`src/rtl/riscv_pkg.sv`:
```
// Shared RISC-V core definitions: NOP encoding, fetch state encoding, opcode field values.
// Combinational helpers only; no state.
package riscv_pkg;

    localparam logic [31:0] NOP_INSTR = 32'h0000_0013;

    typedef enum logic [1:0] {
        FETCH_READY = 2'd0,
        FETCH_BUSY  = 2'd1,
        FETCH_DRAIN = 2'd2
    } fetch_state_e;

    // instr[6:2] values as seen on id_opcode
    localparam logic [4:0] OPCODE_LOAD   = 5'b00000;
    localparam logic [4:0] OPCODE_OP_IMM = 5'b00100;
    localparam logic [4:0] OPCODE_AUIPC  = 5'b00101;
    localparam logic [4:0] OPCODE_STORE  = 5'b01000;
    localparam logic [4:0] OPCODE_OP     = 5'b01100;
    localparam logic [4:0] OPCODE_LUI    = 5'b01101;
    localparam logic [4:0] OPCODE_BRANCH = 5'b11000;
    localparam logic [4:0] OPCODE_JALR   = 5'b11001;
    localparam logic [4:0] OPCODE_JAL    = 5'b11011;
    localparam logic [4:0] OPCODE_SYSTEM = 5'b11100;

    function automatic logic [4:0] opcode_of(input logic [31:0] instr);
        return instr[6:2];
    endfunction

endpackage

```
`src/rtl/fetch_buffer.sv`:
```
// IF/ID register plus one skid entry; push/pop/flush, program order preserved.
// Latency: push visible on id_* the next cycle when IF/ID is free, else via skid.
// Backpressure: never refuses a push; the caller keeps occupancy plus outstanding at most 2.
module fetch_buffer
    import riscv_pkg::*;
#(
    parameter int XLEN = 32
) (
    input  logic            clk,
    input  logic            rst_n,
    input  logic            flush_i,
    input  logic            push_i,
    input  logic [31:0]     push_instr_i,
    input  logic [XLEN-1:0] push_pc_i,
    input  logic            id_ready_i,
    output logic            id_valid_o,
    output logic [31:0]     id_instr_o,
    output logic [XLEN-1:0] id_pc_o,
    output logic [1:0]      occupancy_o
);

    logic            id_valid_q, id_valid_d, skid_valid_q, skid_valid_d;
    logic [31:0]     id_instr_q, id_instr_d, skid_instr_q, skid_instr_d;
    logic [XLEN-1:0] id_pc_q, id_pc_d, skid_pc_q, skid_pc_d;
    logic            pop;

    assign pop = id_valid_q & id_ready_i;

    always_comb begin
        id_valid_d   = id_valid_q;
        id_instr_d   = id_instr_q;
        id_pc_d      = id_pc_q;
        skid_valid_d = skid_valid_q;
        skid_instr_d = skid_instr_q;
        skid_pc_d    = skid_pc_q;
        if (flush_i) begin
            id_valid_d   = 1'b0;
            skid_valid_d = 1'b0;
        end else if (pop && skid_valid_q) begin
            id_valid_d   = 1'b1;
            id_instr_d   = skid_instr_q;
            id_pc_d      = skid_pc_q;
            skid_valid_d = push_i;
            if (push_i) begin
                skid_instr_d = push_instr_i;
                skid_pc_d    = push_pc_i;
            end
        end else if (pop || !id_valid_q) begin
            id_valid_d = push_i;
            if (push_i) begin
                id_instr_d = push_instr_i;
                id_pc_d    = push_pc_i;
            end
        end else if (push_i) begin
            // IF/ID held by decode: the word waits behind it
            skid_valid_d = 1'b1;
            skid_instr_d = push_instr_i;
            skid_pc_d    = push_pc_i;
        end
    end

    always_ff @(posedge clk or negedge rst_n) begin
        if (!rst_n) begin
            id_valid_q   <= 1'b0;
            id_instr_q   <= NOP_INSTR;
            id_pc_q      <= '0;
            skid_valid_q <= 1'b0;
            skid_instr_q <= NOP_INSTR;
            skid_pc_q    <= '0;
        end else begin
            id_valid_q   <= id_valid_d;
            id_instr_q   <= id_instr_d;
            id_pc_q      <= id_pc_d;
            skid_valid_q <= skid_valid_d;
            skid_instr_q <= skid_instr_d;
            skid_pc_q    <= skid_pc_d;
        end
    end

    assign id_valid_o  = id_valid_q;
    assign id_instr_o  = id_instr_q;
    assign id_pc_o     = id_pc_q;
    assign occupancy_o = {1'b0, id_valid_q} + {1'b0, skid_valid_q};

endmodule

```
`src/rtl/instr_fetch.sv`:
```
// Instruction fetch: owns the PC, one outstanding imem read, two-entry IF/ID buffer.
// Latency: request at N gives id_valid at N+L+1; one instruction per cycle when L=1.
// Backpressure: stops requesting once buffered plus outstanding would exceed 2; redirect flushes.
module instr_fetch
    import riscv_pkg::*;
#(
    parameter int              XLEN     = 32,
    parameter logic [XLEN-1:0] RESET_PC = '0
) (
    input  logic            clk,
    input  logic            rst_n,
    output logic            imem_req,
    output logic [XLEN-1:0] imem_addr,
    input  logic            imem_rvalid,
    input  logic [31:0]     imem_rdata,
    input  logic            redirect_valid,
    input  logic [XLEN-1:0] redirect_pc,
    input  logic            id_ready,
    output logic            id_valid,
    output logic [31:0]     id_instr,
    output logic [XLEN-1:0] id_pc,
    output logic [4:0]      id_opcode
);

    fetch_state_e    state_q, state_d;
    logic [XLEN-1:0] pc_q, pc_d, req_pc_q, req_pc_d, redirect_tgt;
    logic [1:0]      occupancy, committed;
    logic            consume, rsp_done, issue, push;

    assign redirect_tgt = redirect_pc & ~XLEN'(3);
    assign consume      = id_valid & id_ready;
    assign rsp_done     = (state_q == FETCH_BUSY) && imem_rvalid;
    assign committed    = occupancy + {1'b0, state_q != FETCH_READY};
    // rst_n gate keeps the request low while reset is held
    assign issue = rst_n && !redirect_valid
                && (state_q == FETCH_READY || rsp_done)
                && ((committed - {1'b0, consume}) <= 2'd1);
    assign push      = rsp_done && !redirect_valid;
    assign imem_req  = issue;
    assign imem_addr = pc_q;

    always_comb begin
        state_d  = state_q;
        pc_d     = pc_q;
        req_pc_d = req_pc_q;
        if (redirect_valid) begin
            pc_d = redirect_tgt;
            if (state_q != FETCH_READY) begin
                state_d = imem_rvalid ? FETCH_READY : FETCH_DRAIN;
            end
        end else begin
            if (imem_rvalid && state_q != FETCH_READY) begin
                state_d = FETCH_READY;
            end
            if (issue) begin
                state_d  = FETCH_BUSY;
                pc_d     = pc_q + XLEN'(4);
                req_pc_d = pc_q;
            end
        end
    end

    always_ff @(posedge clk or negedge rst_n) begin
        if (!rst_n) begin
            state_q  <= FETCH_READY;
            pc_q     <= RESET_PC;
            req_pc_q <= '0;
        end else begin
            state_q  <= state_d;
            pc_q     <= pc_d;
            req_pc_q <= req_pc_d;
        end
    end

    fetch_buffer #(.XLEN(XLEN)) u_fetch_buffer (
        .clk          (clk),
        .rst_n        (rst_n),
        .flush_i      (redirect_valid),
        .push_i       (push),
        .push_instr_i (imem_rdata),
        .push_pc_i    (req_pc_q),
        .id_ready_i   (id_ready),
        .id_valid_o   (id_valid),
        .id_instr_o   (id_instr),
        .id_pc_o      (id_pc),
        .occupancy_o  (occupancy)
    );

    assign id_opcode = opcode_of(id_instr);

endmodule

```
`config.mk`:
```
export PLATFORM = sky130hd
export DESIGN_NAME = instr_fetch
export DESIGN_NICKNAME = d
export VERILOG_FILES = /design/src/rtl/riscv_pkg.sv /design/src/rtl/fetch_buffer.sv /design/src/rtl/instr_fetch.sv
export SDC_FILE = /design/constraint.sdc
export NUM_CORES = 1
export LEC_CHECK = 0
export BUFFER_PORTS_ARGS = -buffer_cell sky130_fd_sc_hd__buf_2
export CAP_MARGIN = 30
export CORE_MARGIN = 3
export CORE_UTILIZATION = 45
export DETAILED_ROUTE_END_ITERATION = 16
export PLACE_DENSITY = 0.77
export SETUP_SLACK_MARGIN = 0.1
export SLEW_MARGIN = 10
export SYNTH_ARGS = -nofsm -noshare
export SYNTH_HDL_FRONTEND = slang
export SYNTH_SLANG_ARGS = --single-unit
export TNS_END_PERCENT = 10
```
`constraint.sdc`:
```
create_clock -name clk -period 4.4 [get_ports clk]
set_input_delay 0.44 -clock clk [delete_from_list [all_inputs] [get_ports clk]]
set_output_delay 0.44 -clock clk [all_outputs]
set_load 0.01 [all_outputs]
```
==> metrics.md <==
| Metric | Value |
|---|---|
| Pwr Density | between 400 and 500 nW/um2 |
| 1st-iter DRT viols | between 200 and 250 |
| Total wire length | between 15000 and 20000 um |
| Max Root-Sink Buffers | 2 |
| Hold Crit Class | input port to flop |
| Antenna viol nets, final | 0 |
| Buffer and inverter count on the worst path | 4 |
| Root Driver | clkbuf_16 |
| Synth Area in XOR/XNOR | under 10% |
| Row Count | between 40 and 50 |
| Setup TNS | 0 ns |
| CP Max Fanout | 38 |
| Initial antenna violation count | 0 |
| Most frequent cells in the layout | dfrtp_1 (182), buf_2 (164), nand2_1 (98) |
| First-pass GRT wire length | between 20000 and 30000 um |
| Share of layout cells above drive strength 1 | 35.65% |
| Clk_lat worst skew | between 0.4 and 0.5 ns |
| Starting density of the core | between 40% and 50% |
| GR met2 Demand/Resource | around 27% |
| Clk_skew | 0.006992 ns |
| Largest net degree at the start of global routing | 67 |
| CP peak stage delay | about 0.8 ns |
| RSZ-0062 raised after global routing | no |
| Die area | between 20000 and 25000 um2 |
| Final setup vio count | 0 |
| Fraction of the mapped netlist area in adder cells | less than 1% |
| H-tree depth | 4 |
| Seq/Total Area, Yosys | approximately 55% |
| Worst hold margin | about 0.21 ns |
| VDD IR-drop max | 0.2706 mV |
| Area grow syn2layout | 17.69% |
| Cts bufs inserted | 17 |
| Crit path time final | about 3.4 ns |
| Num ports | around 170 |
| Worst Setup Path Type | input port to primary output |
| Die Span Y | 143.5 um |
| Mapped Area | approximately 8500 um2 |
| NumNets Final | 924 |
| Remaining DRCs | 0 |
| Initial DRT Pass Iterations | 4 |
| CP startpoint kind | input port |
| Mapped Cells | 705 |
| Worst setup EP type | primary output |
| # resized after CTS | 0 |
| GPL Wtd Cong | a little under 0.8 |
| Post-synthesis compound-gate area fraction | under 10% |
| Clk sinks | 188 |
| Top cells by area, synth | dfrtp_1 (54%), mux2_2 (8.9%), mux2i_1 (7.4%), o21ai_0 (5.1%), mux2_4 (4.4%) |
| CTS tree | yes |
| Ys Warns | 0 |
| IO Port Bufs | about 170 |
| Status | finished clean |
| Top delay family on crit path | simple AND/OR/NAND/NOR gates |
| Design Power | 0.004696 W |
| Post-route setup slack | ~1 ns |
| Setup repair bufs after CTS | 0 |
| Most common cell after layout, fill and taps aside | dfrtp_1 |
| Multiplexer share of the synthesized area | approximately a fifth |
| P_leak | 4.760 nW |
| Fmax | 0.2953 GHz |
| R2R setup slack | 1.41 ns |
| Worst-path cell chain | dlygate4sd3_1, clkbuf_8, nor2b_1, nand2_1, or3_2, inv_1, buf_2 |
| Leading area contributor after synthesis | dfrtp_1 |
| Routed len/inst | between 15 and 20 um |
| FF+latch count, synth | between 150 and 200 |
| GRT met3 Usage | slightly below 4% |
| DR vias | 5666 |
| Period utilization | just under 80% |
| Final hold vios | 0 |
| Largest family of logic cells by synthesized area | multiplexers |
| Max-cap violation count | 0 |
| Worst Path Required | between 3 and 4 ns |
| Cell with the largest stage delay on the worst path | or3_2 |
| Simple-gate area share of the yosys netlist | under 10% |
| Vias in the first global route | 5499 |
| Die X | 143.5 um |
| Via density | a little over 5 |
| Clock slew at reported path FFs | ~0.07 ns |
| Worst slack, placed | 1.226 ns |
| Ant. Diodes | 0 |
| Worst slew pin tran | between 0.8 and 0.9 ns |
| Worst EP arrival | around 3.0 ns |
| Total core area | about 18000 um2 |
| Gr ovfl total | 0 |
| Slew margin rel. | a little over two fifths |
| Busiest grt layer | met2 |
| Cell variety after synth | between 40 and 50 |
| Final HPWL DP | around 12000 um |
| Fin. max-slew vios | 0 |
| Top cell type's share of synthesized area | 53.56% |
| GR Util All Layers | between 10% and 20% |
| Syn Area/Cell | between 10 and 15 um2 |
| GR Util met1 | approximately a quarter |
routing by layer:
layer	vias to the layer above	part of all wire [%]
met3	21	4.4
li1	2750	-
met4	0	1.6
met2	149	45
met1	2746	49
met5	-	0
flip-flops by register name, indices dropped and copies added (netlist names):
signal	flops
u_fetch_buffer.id_instr_o	32
u_fetch_buffer.skid_instr_q	32
u_fetch_buffer.skid_pc_q	30
state_q	2
u_fetch_buffer.id_valid_o	1
u_fetch_buffer.skid_valid_q	1
imem_addr	30
u_fetch_buffer.id_pc_o	30
req_pc_q	30
power breakdown:
group          leakage (nW)  internal, W  switching [W]
Combinational          2.08     0.000444       0.000474
Sequential             2.41      0.00207       0.000235
Clock                 0.265     0.000816       0.000658
final timing paths:
kind | startpoint | end | depth (start not counted)
min in group asynchronous | rst_n | imem_addr[11] | 2
max in group asynchronous | rst_n | req_pc_q[2] | 5
hold reg to reg | u_fetch_buffer.id_instr_o[28] | u_fetch_buffer.id_instr_o[28] | 2
setup reg to reg | u_fetch_buffer.id_valid_o | req_pc_q[19] | 9
setup / recovery | rst_n | imem_req | 7
hold / removal | redirect_pc[7] | imem_addr[7] | 3
tightest hold or removal path, stage by stage:
cell and delay (ns):
buf_2 0.07, nand2_1 0.04, o21ai_0 0.06
Yosys cell counts (all sizes together):
cell type,instances
and3,3
dfrtp,182
a2111oi,1
clkbuf,24
a2bb2oi,1
o22ai,1
nand2b,2
a21oi,3
and4,5
o21bai,1
nor2,6
a211o,1
or4,1
a311o,1
nor3,10
nand3b,1
nor2b,3
or2,1
dfstp,6
nor4b,3
xor2,7
mux2i,63
mux2,97
or3,1
inv,7
nor4,13
xnor2,19
and2,3
nand3,11
nand4,6
conb,1
o21ai,88
nand2,98
buf,28
ha,4
nor3b,3
logic make-up (layout without fill, tap and decap cells):
group           after synthesis  count (layout)
buf+inv                      59             215
mux                         160             160
flops                       188             188
compound gates               97              97
other cells                   1               4
xor+xnor                     26              26
fa+ha+maj                     4               4
simple gates                170             170
metrics by stage:
step           area [um2]  std cells  util [%]
3_3_place_gp         9413       1059     51.52
4_1_cts             10010       1093     54.77
6_report            10010       1093     54.77
3_5_place_dp         9440       1060     51.67
2_1_floorplan        8514        708         -
5_1_grt             10010       1093     54.77
what timing repair did:
action	in CTS	in global routing
hold buffers	1	0
endpoints found under the setup margin	0	0
endpoints found under the hold margin	36	0
area by class of cell:
class                           instances  area [um2]
Fill cell                            1580        8263
Timing Repair Buffer                  176       939.7
Clock buffer                           24       471.7
Inverter                                7       26.28
Multi-Input combinational cell        461        3486
Tap cell                              229       286.5
Clock inverter                          8       85.08
Sequential cell                       188        4712
Note: power is estimated with default switching activity, not from simulation.
